<file path="src/rtl/imem_arbiter_if.sv">
// rtl/imem_arbiter_if.sv - IF/LS request-response and ROM signals of imem_arbiter
interface imem_arbiter_if;
   logic        if_req_valid;
   logic        if_req_ready;
   logic [63:0] if_req_addr;
   logic        if_flush;
   logic        if_resp_valid;
   logic        if_resp_ready;
   logic [31:0] if_resp_inst;
   logic        if_resp_err;

   logic        ls_req_valid;
   logic        ls_req_ready;
   logic [63:0] ls_req_addr;
   logic        ls_resp_valid;
   logic        ls_resp_ready;
   logic [63:0] ls_resp_data;
   logic        ls_resp_err;

   logic [63:0] rom_addr_o;
   logic [63:0] rom_data_i;

   modport slave (
      input  if_req_valid, if_req_addr, if_flush, if_resp_ready,
      input  ls_req_valid, ls_req_addr, ls_resp_ready,
      input  rom_data_i,
      output if_req_ready, if_resp_valid, if_resp_inst, if_resp_err,
      output ls_req_ready, ls_resp_valid, ls_resp_data, ls_resp_err,
      output rom_addr_o
   );

   modport master (
      output if_req_valid, if_req_addr, if_flush, if_resp_ready,
      output ls_req_valid, ls_req_addr, ls_resp_ready,
      output rom_data_i,
      input  if_req_ready, if_resp_valid, if_resp_inst, if_resp_err,
      input  ls_req_ready, ls_resp_valid, ls_resp_data, ls_resp_err,
      input  rom_addr_o
   );
endinterface

</file>
<file path="src/rtl/imem_arbiter.sv">
// rtl/imem_arbiter.sv - round-robin IF/LS arbiter for the shared instruction ROM
// Optional grant/conflict counters when IMEM_ARB_PERF_EN is defined.
module imem_arbiter #(
   parameter logic [63:0] ROM_BASE  = 64'h8000_0000,
   parameter int unsigned ROM_BYTES = 16384
) (
   input  logic          clk,
   input  logic          rst,
`ifdef IMEM_ARB_PERF_EN
   output logic [31:0]   perf_if_grants,
   output logic [31:0]   perf_ls_grants,
   output logic [31:0]   perf_conflicts,
`endif
   imem_arbiter_if.slave bus
);

   typedef enum logic {GRANT_IF = 1'b0, GRANT_LS = 1'b1} grant_e;

   grant_e      last_grant;
   grant_e      last_grant_next;
   logic        if_elig;
   logic        ls_elig;
   logic        grant_if;
   logic        grant_ls;
   logic [63:0] rom_addr;
   logic [63:0] rom_addr_q;
   logic        if_err;
   logic        ls_err;
   logic [31:0] if_inst;

   logic        if_valid_q;
   logic [31:0] if_inst_q;
   logic        if_err_q;
   logic        ls_valid_q;
   logic [63:0] ls_data_q;
   logic        ls_err_q;

   function automatic logic in_range(input logic [63:0] a);
      return (a >= ROM_BASE) && (a < ROM_BASE + 64'(ROM_BYTES));
   endfunction

   // A slot is free when empty or being drained this cycle; flush blocks new fetches.
   always_comb begin
      if_elig  = !rst && !bus.if_flush && bus.if_req_valid &&
                 (!if_valid_q || bus.if_resp_ready);
      ls_elig  = !rst && bus.ls_req_valid && (!ls_valid_q || bus.ls_resp_ready);
      grant_if = if_elig && (!ls_elig || last_grant == GRANT_LS);
      grant_ls = ls_elig && !grant_if;

      last_grant_next = last_grant;
      if (grant_if)
         last_grant_next = GRANT_IF;
      else if (grant_ls)
         last_grant_next = GRANT_LS;

      rom_addr = rom_addr_q;
      if (grant_if)
         rom_addr = bus.if_req_addr;
      else if (grant_ls)
         rom_addr = bus.ls_req_addr;

      if_err  = !in_range(bus.if_req_addr) || (bus.if_req_addr[1:0] != 2'b00);
      ls_err  = !in_range(bus.ls_req_addr);
      if_inst = 32'h0000_0013;
      if (!if_err)
         if_inst = bus.if_req_addr[2] ? bus.rom_data_i[63:32] : bus.rom_data_i[31:0];
   end

   always_ff @(posedge clk) begin
      if (rst) begin
         last_grant <= GRANT_LS;
         rom_addr_q <= 64'h0;
         if_valid_q <= 1'b0;
         if_inst_q  <= 32'h0;
         if_err_q   <= 1'b0;
         ls_valid_q <= 1'b0;
         ls_data_q  <= 64'h0;
         ls_err_q   <= 1'b0;
      end else begin
         last_grant <= last_grant_next;
         rom_addr_q <= rom_addr;

         if (grant_if) begin
            if_valid_q <= 1'b1;
            if_inst_q  <= if_inst;
            if_err_q   <= if_err;
         end else if (bus.if_flush || bus.if_resp_ready) begin
            if_valid_q <= 1'b0;
         end

         if (grant_ls) begin
            ls_valid_q <= 1'b1;
            ls_data_q  <= ls_err ? 64'h0 : bus.rom_data_i;
            ls_err_q   <= ls_err;
         end else if (bus.ls_resp_ready) begin
            ls_valid_q <= 1'b0;
         end
      end
   end

`ifdef IMEM_ARB_PERF_EN
   always_ff @(posedge clk) begin
      if (rst) begin
         perf_if_grants <= 32'h0;
         perf_ls_grants <= 32'h0;
         perf_conflicts <= 32'h0;
      end else begin
         if (grant_if)
            perf_if_grants <= perf_if_grants + 32'd1;
         if (grant_ls)
            perf_ls_grants <= perf_ls_grants + 32'd1;
         if (if_elig && ls_elig)
            perf_conflicts <= perf_conflicts + 32'd1;
      end
   end
`endif

   assign bus.if_req_ready  = grant_if;
   assign bus.ls_req_ready  = grant_ls;
   assign bus.rom_addr_o    = rom_addr;
   assign bus.if_resp_valid = if_valid_q;
   assign bus.if_resp_inst  = if_inst_q;
   assign bus.if_resp_err   = if_err_q;
   assign bus.ls_resp_valid = ls_valid_q;
   assign bus.ls_resp_data  = ls_data_q;
   assign bus.ls_resp_err   = ls_err_q;

endmodule
</file>
<file path="src/flat_wrapper.sv">
// flat-port wrapper written by rule: the top's interface ports become plain ports
module imem_arbiter_flat 
#(
   parameter logic [63:0] ROM_BASE  = 64'h8000_0000,
   parameter int unsigned ROM_BYTES = 16384
)
  (clk, rst, bus_if_req_valid, bus_if_req_addr, bus_if_flush, bus_if_resp_ready, bus_ls_req_valid, bus_ls_req_addr, bus_ls_resp_ready, bus_rom_data_i, bus_if_req_ready, bus_if_resp_valid, bus_if_resp_inst, bus_if_resp_err, bus_ls_req_ready, bus_ls_resp_valid, bus_ls_resp_data, bus_ls_resp_err, bus_rom_addr_o);
  imem_arbiter_if bus_i ();
  input  logic clk;
  input  logic rst;
  input wire logic [$bits(bus_i.if_req_valid)-1:0] bus_if_req_valid;
  input wire logic [$bits(bus_i.if_req_addr)-1:0] bus_if_req_addr;
  input wire logic [$bits(bus_i.if_flush)-1:0] bus_if_flush;
  input wire logic [$bits(bus_i.if_resp_ready)-1:0] bus_if_resp_ready;
  input wire logic [$bits(bus_i.ls_req_valid)-1:0] bus_ls_req_valid;
  input wire logic [$bits(bus_i.ls_req_addr)-1:0] bus_ls_req_addr;
  input wire logic [$bits(bus_i.ls_resp_ready)-1:0] bus_ls_resp_ready;
  input wire logic [$bits(bus_i.rom_data_i)-1:0] bus_rom_data_i;
  output wire logic [$bits(bus_i.if_req_ready)-1:0] bus_if_req_ready;
  output wire logic [$bits(bus_i.if_resp_valid)-1:0] bus_if_resp_valid;
  output wire logic [$bits(bus_i.if_resp_inst)-1:0] bus_if_resp_inst;
  output wire logic [$bits(bus_i.if_resp_err)-1:0] bus_if_resp_err;
  output wire logic [$bits(bus_i.ls_req_ready)-1:0] bus_ls_req_ready;
  output wire logic [$bits(bus_i.ls_resp_valid)-1:0] bus_ls_resp_valid;
  output wire logic [$bits(bus_i.ls_resp_data)-1:0] bus_ls_resp_data;
  output wire logic [$bits(bus_i.ls_resp_err)-1:0] bus_ls_resp_err;
  output wire logic [$bits(bus_i.rom_addr_o)-1:0] bus_rom_addr_o;
  assign bus_i.if_req_valid = bus_if_req_valid;
  assign bus_i.if_req_addr = bus_if_req_addr;
  assign bus_i.if_flush = bus_if_flush;
  assign bus_i.if_resp_ready = bus_if_resp_ready;
  assign bus_i.ls_req_valid = bus_ls_req_valid;
  assign bus_i.ls_req_addr = bus_ls_req_addr;
  assign bus_i.ls_resp_ready = bus_ls_resp_ready;
  assign bus_i.rom_data_i = bus_rom_data_i;
  assign bus_if_req_ready = bus_i.if_req_ready;
  assign bus_if_resp_valid = bus_i.if_resp_valid;
  assign bus_if_resp_inst = bus_i.if_resp_inst;
  assign bus_if_resp_err = bus_i.if_resp_err;
  assign bus_ls_req_ready = bus_i.ls_req_ready;
  assign bus_ls_resp_valid = bus_i.ls_resp_valid;
  assign bus_ls_resp_data = bus_i.ls_resp_data;
  assign bus_ls_resp_err = bus_i.ls_resp_err;
  assign bus_rom_addr_o = bus_i.rom_addr_o;
  imem_arbiter #(.ROM_BASE(ROM_BASE), .ROM_BYTES(ROM_BYTES)) u_core (.clk(clk), .rst(rst), .bus(bus_i));
endmodule
</file>
<file path="config.mk">
export PLATFORM = sky130hd
export DESIGN_NAME = imem_arbiter_flat
export DESIGN_NICKNAME = d
export VERILOG_FILES = /design/src/rtl/imem_arbiter_if.sv /design/src/rtl/imem_arbiter.sv /design/src/flat_wrapper.sv
export SDC_FILE = /design/constraint.sdc
export NUM_CORES = 1
export LEC_CHECK = 0
export CORE_ASPECT_RATIO = 1.5
export CORE_MARGIN = 8
export CORE_UTILIZATION = 46
export CTS_BUF_LIST = sky130_fd_sc_hd__clkbuf_4 sky130_fd_sc_hd__clkbuf_8
export DETAILED_ROUTE_END_ITERATION = 7
export GPL_TIMING_DRIVEN = 0
export PLACE_DENSITY = 0.95
export REMOVE_ABC_BUFFERS = 1
export SLEW_MARGIN = 15
export SYNTH_ARGS = -nofsm -noshare
export SYNTH_HDL_FRONTEND = slang
export SYNTH_SLANG_ARGS = --single-unit
export TNS_END_PERCENT = 100
</file>
<file path="constraint.sdc">
create_clock -name clk -period 5.7 [get_ports clk]
set_input_delay 1.425 -clock clk [delete_from_list [all_inputs] [get_ports clk]]
set_output_delay 1.425 -clock clk [all_outputs]
set_load 0.02 [all_outputs]
</file>
==> impl_metrics.py, run 1 <==
metrics = {
    "logic_synthesis": {
        "synthesis.area_um2": 7671,
        "ys_ff_latch": 165,
        "yosysWarnings": 0,
        "syn_avg_cell_area_um2": 9.132,
        "ys_seq_area_frac": 0.4306,
        "syn_inst": 840,
        "ys_types": 36,
    },
    "layout": {
        "n_fill_cell": 1116,
        "nNetsFinal": 1355,
        "syn2layout_area_growth_pct": 57.74,
        "seq_area_um2": 3303,
        "fin_util": 0.7313,
        "multi_input_area_um2": 4003,
        "layout-drive-gt1-share": 0.1336,
    },
    "clock_tree": {
        "clk_root_buffer_cell": "clkbuf_8",
        "cts_buffers": 17,
        "clock_path_buffers": 2,
        "tritoncts": "yes",
        "clkTransAtPathRegs_ps": 90,
        "h-tree-depth": 4,
        "clkSinkCount": 165,
        "clk_latency_ps": 450,
    },
    "placed_design": {
        "portBuffers": 364,
        "dp_hpwl_um": 23800,
        "place_congestion": 0.8797,
    },
    "sta": {
        "fin_skew_ps": 10.20,
        "worst_pin_slew_ps": 1125,
        "slew_viol_final": 0,
        "rsz0062_at_grt": "false",
        "setup_viol": 0,
        "timing.final.crit_share": 0.9609,
        "maxSlewHeadroom": 0.2499,
        "holdWs_ps": 479.3,
        "final.setup.tns_ps": 0,
        "fin_crit_ps": 5477,
        "finalHoldViolCount": 0,
        "max_freq_mhz": 182.6,
    },
    "critical_path": {
        "critical_path_class": "in -> out",
        "cp_cell_sequence": "buf_6 > nor3b_2 > o311a_4 > buf_16 > a22oi_1 > nand2_1 > clkdlybuf4s50_1",
        "path_max_fanout": 78,
        "path_buf_inv": 3,
        "slowest_delay_ps": 640,
        "worstSetupEndpointType": "output port",
        "startpoint_type": "input port",
        "slowest_stage": "clkdlybuf4s50_1",
        "crit_required_ps": 4280,
        "critPathTopFamily": "buffers and inverters",
        "worstPathArrival_ps": 4050,
    },
    "hold_path": {
        "hp-class": "reg -> reg",
    },
    "die": {
        "start_util": 0.4636,
        "coreArea_um2": 16550,
        "die_y_um": 174.2,
        "rows": 58,
        "io_pins": 365,
        "die_w_um": 121.4,
        "dieArea_um2": 21150,
    },
    "drt": {
        "detail_route.vias_per_cell": 6.429,
        "wl_per_cell_um": 23.74,
        "drc_errors": 0,
        "drt_pass1_iterations": 5,
        "drt-initial-drc-count": 938,
        "wirelength_um": 32740,
        "ant_nets": 0,
        "num_vias": 8865,
    },
    "global_routing": {
        "antenna_found_initial": 1,
        "grt_max_degree": 79,
        "grt_pass1_vias": 9193,
        "grt_overflow": 0,
        "grt_pass1_wl_um": 49430,
        "track_usage": 0.2948,
    },
    "pwr": {
        "power_density_nw_per_um2": 238.3,
        "irDropWorstVdd_v": 0.0001824,
        "leakage_nw": 4.270,
        "finalPower_mw": 2.883,
    },
    "outcome": {
        "status": "finished clean",
    },
    "run": {
        "drv_cap": 0,
    },
}
[path summary, 6_finish.rpt]
path | from | end | slack [ps] | cells after the start
worst max-delay path | rst | bus_rom_addr_o[40] | 220 | 7
worst min-delay path | u_core.bus.if_resp_inst[7] | u_core.bus.if_resp_inst[7] | 480 | 1
worst max register to register | u_core.bus.ls_resp_valid | u_core.bus.ls_resp_data[11] | 3070 | 11
worst min register to register | u_core.bus.if_resp_inst[7] | u_core.bus.if_resp_inst[7] | 480 | 1
[logic make-up after synthesis]
group                  Yosys count  share of synthesized area
AOI/OAI and AO/OA              300                     0.3110
DFF                            165                     0.4306
and+or+nand+nor                241                     0.1541
muxes                           32                    0.04648
buffers and inverters          102                    0.05774
[layout make-up]
cell class              count  area share
clock buffers              17     0.01934
multi-input cells         573      0.3308
flip-flops and latches    165      0.2730
repair buffers            395      0.3369
inverters                   4    0.001448
clock inverters            14     0.01665
diodes                      1   0.0002068
well taps                 210     0.02171
[report_power, final]
group / leakage, nW / switching, mW / total [mW] / internal [mW]
Sequential: 1.34 / 0.0206 / 1.22 / 1.20
Combinational: 2.72 / 0.367 / 0.714 / 0.347
Clock: 0.207 / 0.464 / 0.946 / 0.482
Total: 4.27 / 0.852 / 2.88 / 2.03
[cell usage in the layout, fill, tap and decap left out, types with 29 or more instances in the layout]
cell | netlist | routed
clkdlybuf4s50_1 | 0 | 362
a22oi_1 | 64 | 64
mux2_2 | 29 | 29
nand2_1 | 69 | 69
dfxtp_1 | 165 | 165
o21ai_0 | 69 | 69
a32o_1 | 29 | 29
a221oi_2 | 50 | 50
nand3_1 | 132 | 130
a21oi_1 | 65 | 65
[state kept, by name (all words and copies together) (netlist names)]
| name | count |
|---|---|
| u_core.bus.if_resp_valid | 1 |
| u_core.bus.if_resp_inst | 32 |
| u_core.bus.ls_resp_valid | 1 |
| u_core.rom_addr_q | 64 |
| u_core.last_grant | 1 |
| u_core.bus.ls_resp_err | 1 |
| u_core.bus.ls_resp_data | 64 |
| u_core.bus.if_resp_err | 1 |
[routing by layer]
| layer | global-route usage | share of wire | vias up |
|---|---|---|---|
| li1 | - | - | 3890 |
| met1 | 0.2855 | 0.32 | 4211 |
| met2 | 0.4895 | 0.49 | 621 |
| met3 | 0.1013 | 0.10 | 143 |
| met4 | 0.2504 | 0.083 | 0 |
| met5 | 0 | 0 | - |
[Yosys cell counts]
master | number | area share
nand2b_1 | 2 | 0.0016
o31ai_1 | 1 | 0.00098
o311ai_0 | 1 | 0.0011
buf_6 | 6 | 0.0088
buf_2 | 12 | 0.0078
buf_1 | 4 | 0.0020
nor4_2 | 1 | 0.0016
and2_1 | 1 | 0.00082
a221oi_2 | 50 | 0.098
a31oi_1 | 3 | 0.0024
clkbuf_1 | 76 | 0.037
a22oi_1 | 64 | 0.063
a32o_1 | 29 | 0.038
mux2_2 | 29 | 0.043
dfxtp_1 | 165 | 0.43
nand3_1 | 132 | 0.086
nor2_1 | 2 | 0.00098
nor2b_1 | 1 | 0.00082
nor4_1 | 23 | 0.019
nor3_1 | 2 | 0.0013
a32oi_1 | 1 | 0.0011
a21o_1 | 1 | 0.00098
a221oi_1 | 14 | 0.016
nand4_1 | 4 | 0.0033
o21ai_0 | 69 | 0.045
and3_1 | 1 | 0.00082
inv_1 | 3 | 0.0015
o211a_1 | 1 | 0.0013
a21oi_1 | 65 | 0.042
o311a_1 | 1 | 0.0013
nor3b_2 | 1 | 0.0016
or4_4 | 1 | 0.0015
nand2_1 | 69 | 0.034
nor4b_1 | 1 | 0.0011
mux2i_1 | 3 | 0.0039
inv_2 | 1 | 0.00049
[timing repair]
action | CTS | global route
setup buffers | 0 | 7
setup endpoints to repair | 14 | 28
hold buffers | 0 | 0
gates resized for setup | 1 | 0
pin swaps | 0 | 2
[stage by stage]
stage	area (µm²)	cells	setup WS, ps
detailed placement	11600	1340	-163.4
finish	12100	1379	222.8
CTS	12050	1371	22.85
global placement	11150	1316	-18750
floorplan	7243	742	-6068
global route	12100	1379	145.5
(Power assumes the default switching activity.)
==> run 2, diff against run 1 <==
--- a/config.mk
+++ b/config.mk
@@ -13,6 +13,7 @@
 export GPL_TIMING_DRIVEN = 0
 export PLACE_DENSITY = 0.95
 export REMOVE_ABC_BUFFERS = 1
+export SETUP_SLACK_MARGIN = 0.1
 export SLEW_MARGIN = 15
 export SYNTH_ARGS = -nofsm -noshare
 export SYNTH_HDL_FRONTEND = slang
==> run 2 against run 1 <==
Net effect: sequential power about the same; non-clock buffer count down 1; register-to-register slack better by 20 ps; die area unchanged; maximum frequency up 0.19%; combinational power about the same; global-route usage up 0.23 points; sequential share of layout area about the same; first-iteration DRC count up 3.4%; critical endpoint unchanged; utilization about the same; worst setup slack better by 10 ps; clock-buffer cell count unchanged; critical path type unchanged; highest routed layer unchanged.
==> impl_metrics.py, run 2 (synthesis gave the netlist of run 1 again) <==
metrics = {
    "outcome": {
        "status": "finished clean",
    },
    "critical_path": {
        "critical_path_class": "in -> out",
        "worstReg2RegStart": "u_core.bus.ls_resp_valid",
        "path_buf_inv": 3,
        "slowest_delay_ps": 640,
        "worstReg2RegEnd": "u_core.bus.ls_resp_data[11]",
        "slowest_stage": "clkdlybuf4s50_1",
        "crit_required_ps": 4280,
        "worstPathArrival_ps": 4040,
        "path_max_fanout": 78,
        "startpoint_type": "input port",
        "cp_cell_sequence": "buf_6 > nor3b_2 > o311a_4 > buf_16 > a22oi_1 > nand2_1 > clkdlybuf4s50_1",
        "rr_worst_depth": 11,
        "critPathTopFamily": "buffers and inverters",
        "rrSetupSlack_ps": 3090,
        "worstSetupEndpointType": "output port",
    },
    "clock_tree": {
        "cts_buffers": 17,
        "clk_latency_ps": 460,
        "h-tree-depth": 4,
        "clkTransAtPathRegs_ps": 90,
        "clkSinkCount": 165,
        "clk_root_buffer_cell": "clkbuf_8",
        "clock_path_buffers": 2,
        "tritoncts": "yes",
    },
    "sta": {
        "setup_viol": 0,
        "rsz0062_at_grt": "false",
        "holdWs_ps": 479.9,
        "finalWorstSetupSlack_ps": 233.2,
        "finalHoldViolCount": 0,
        "fin_crit_ps": 5467,
        "final.setup.tns_ps": 0,
        "fin_skew_ps": 12.99,
        "maxSlewHeadroom": 0.2385,
        "worst_pin_slew_ps": 1142,
        "max_freq_mhz": 182.9,
        "timing.final.crit_share": 0.9591,
        "slew_viol_final": 0,
    },
    "placed_design": {
        "dp_hpwl_um": 23800,
        "place_inst": 1340,
        "portBuffers": 364,
        "place_ws_ps": -163.4,
        "place_congestion": 0.8797,
    },
    "drt": {
        "detail_route.vias_per_cell": 6.473,
        "drt_pass1_iterations": 5,
        "drc_errors": 0,
        "num_vias": 8920,
        "wirelength_um": 32900,
        "ant_nets": 0,
        "wl_per_cell_um": 23.87,
        "drt-initial-drc-count": 970,
    },
    "pwr": {
        "leakage_nw": 4.269,
        "power_density_nw_per_um2": 238.6,
        "p_int_mw": 2.032,
        "switching_share": 0.2962,
        "clkPwrFrac": 0.328,
        "finalPower_mw": 2.888,
        "combPwrFrac": 0.248,
        "switching_power_mw": 0.8554,
        "irDropWorstVdd_v": 0.0001823,
        "p_seq_frac": 0.423,
    },
    "layout": {
        "instances_no_fill": 1378,
        "n_fill_cell": 1118,
        "layout-drive-gt1-share": 0.1328,
        "final_common_cell": "clkdlybuf4s50_1",
        "nNetsFinal": 1354,
        "most-common-layout-cells": "clkdlybuf4s50_1 (362), dfxtp_1 (165), nand3_1 (130)",
        "syn2layout_area_growth_pct": 57.81,
    },
    "run": {
        "drv_cap": 0,
    },
    "hold_path": {
        "whs_endpoint": "u_core.bus.if_resp_inst[7]",
        "hp-class": "reg -> reg",
        "min-delay-start": "u_core.bus.if_resp_inst[7]",
        "whs_path_depth": 1,
    },
    "die": {
        "rows": 58,
        "start_util": 0.4636,
        "dieArea_um2": 21150,
        "io_pins": 365,
        "die_y_um": 174.2,
        "die_w_um": 121.4,
        "coreArea_um2": 16550,
    },
    "global_routing": {
        "grt_pass1_wl_um": 49870,
        "globalRouteMet1Util": 0.2859,
        "antenna_found_initial": 1,
        "grt_overflow": 0,
        "grt_pass1_vias": 9318,
        "grtUsageMet3": 0.1010,
        "grt_max_degree": 79,
        "top_usage_layer": "met2",
        "use_met2": 0.4918,
        "track_usage": 0.2971,
    },
}
run 2: cell types whose count changed in the layout (fill, tap and decap cells not counted), sizes merged:
cell,previous run,this run
buf,33,32
run 2: power groups by stage:
stage	logic [mW]	registers, mW	clock network, mW
after floorplan	0.258	1.27	0
after global placement	0.678	1.25	0
after detailed placement	0.700	1.25	0
after CTS	0.711	1.22	0.962
after global routing	0.753	1.23	1.01
final	0.717	1.22	0.948
run 2: layout make-up:
cell class / instances / area [µm²] / share of cell area
diodes: 1 / 2.502 / 0.0002067
clock buffers: 17 / 234.0 / 0.01933
clock inverters: 14 / 201.4 / 0.01664
inverters: 4 / 17.52 / 0.001447
multi-input cells: 573 / 4003 / 0.3306
flip-flops and latches: 165 / 3303 / 0.2729
well taps: 210 / 262.8 / 0.02171
repair buffers: 394 / 4081 / 0.3372
run 2: how the worst max path moves through the flow:
stage                               endpoint        startpoint  cells past startpoint  slack, ps
final                     bus_rom_addr_o[40]               rst                      7        230
after CTS                 bus_rom_addr_o[28]  bus_if_req_valid                      7        280
after global placement      bus_ls_req_ready               rst                      5     -18750
after detailed placement  bus_rom_addr_o[31]  bus_ls_req_valid                     10       -160
after global routing      bus_rom_addr_o[40]  bus_if_req_valid                      7        150
after floorplan             bus_ls_req_ready               rst                      3      -6070
run 2: stage by stage:
stage | instance area, µm² | util
floorplan | 7243 | -
global route | 12110 | 0.7316
global placement | 11150 | 0.6739
finish | 12110 | 0.7316
detailed placement | 11600 | 0.7013
CTS | 12100 | 0.7315
run 2: worst register-to-register path: stages, from the launching register on:
cell and delay, ps:
dfxtp_1 340, nor2b_1 190, nor3_4 280, buf_4 160
buf_4 200, buf_4 250, buf_6 200, buf_4 200
buf_4 200, buf_6 160, nand3_1 100, a221oi_2 240
run 2: routing by layer:
metal / part of all wire / wire length, µm
met1: 0.32 / 10610
met2: 0.49 / 15980
met3: 0.10 / 3449
met4: 0.087 / 2856
met5: 0 / 0
run 2: what timing repair did:
item | CTS | global route
buffers inserted | 6 | 0
hold buffers | 0 | 0
endpoints found under the setup margin | 31 | 0
resized for setup | 1 | 0
==> run 3, diff against run 2 <==
--- a/config.mk
+++ b/config.mk
@@ -9,6 +9,7 @@
 export CORE_MARGIN = 8
 export CORE_UTILIZATION = 46
 export CTS_BUF_LIST = sky130_fd_sc_hd__clkbuf_4 sky130_fd_sc_hd__clkbuf_8
+export CTS_CLUSTER_DIAMETER = 200
 export DETAILED_ROUTE_END_ITERATION = 7
 export GPL_TIMING_DRIVEN = 0
 export PLACE_DENSITY = 0.95
==> results of run 3 <==
No change in the layout: final DEF, timing and power equal those of run 2.
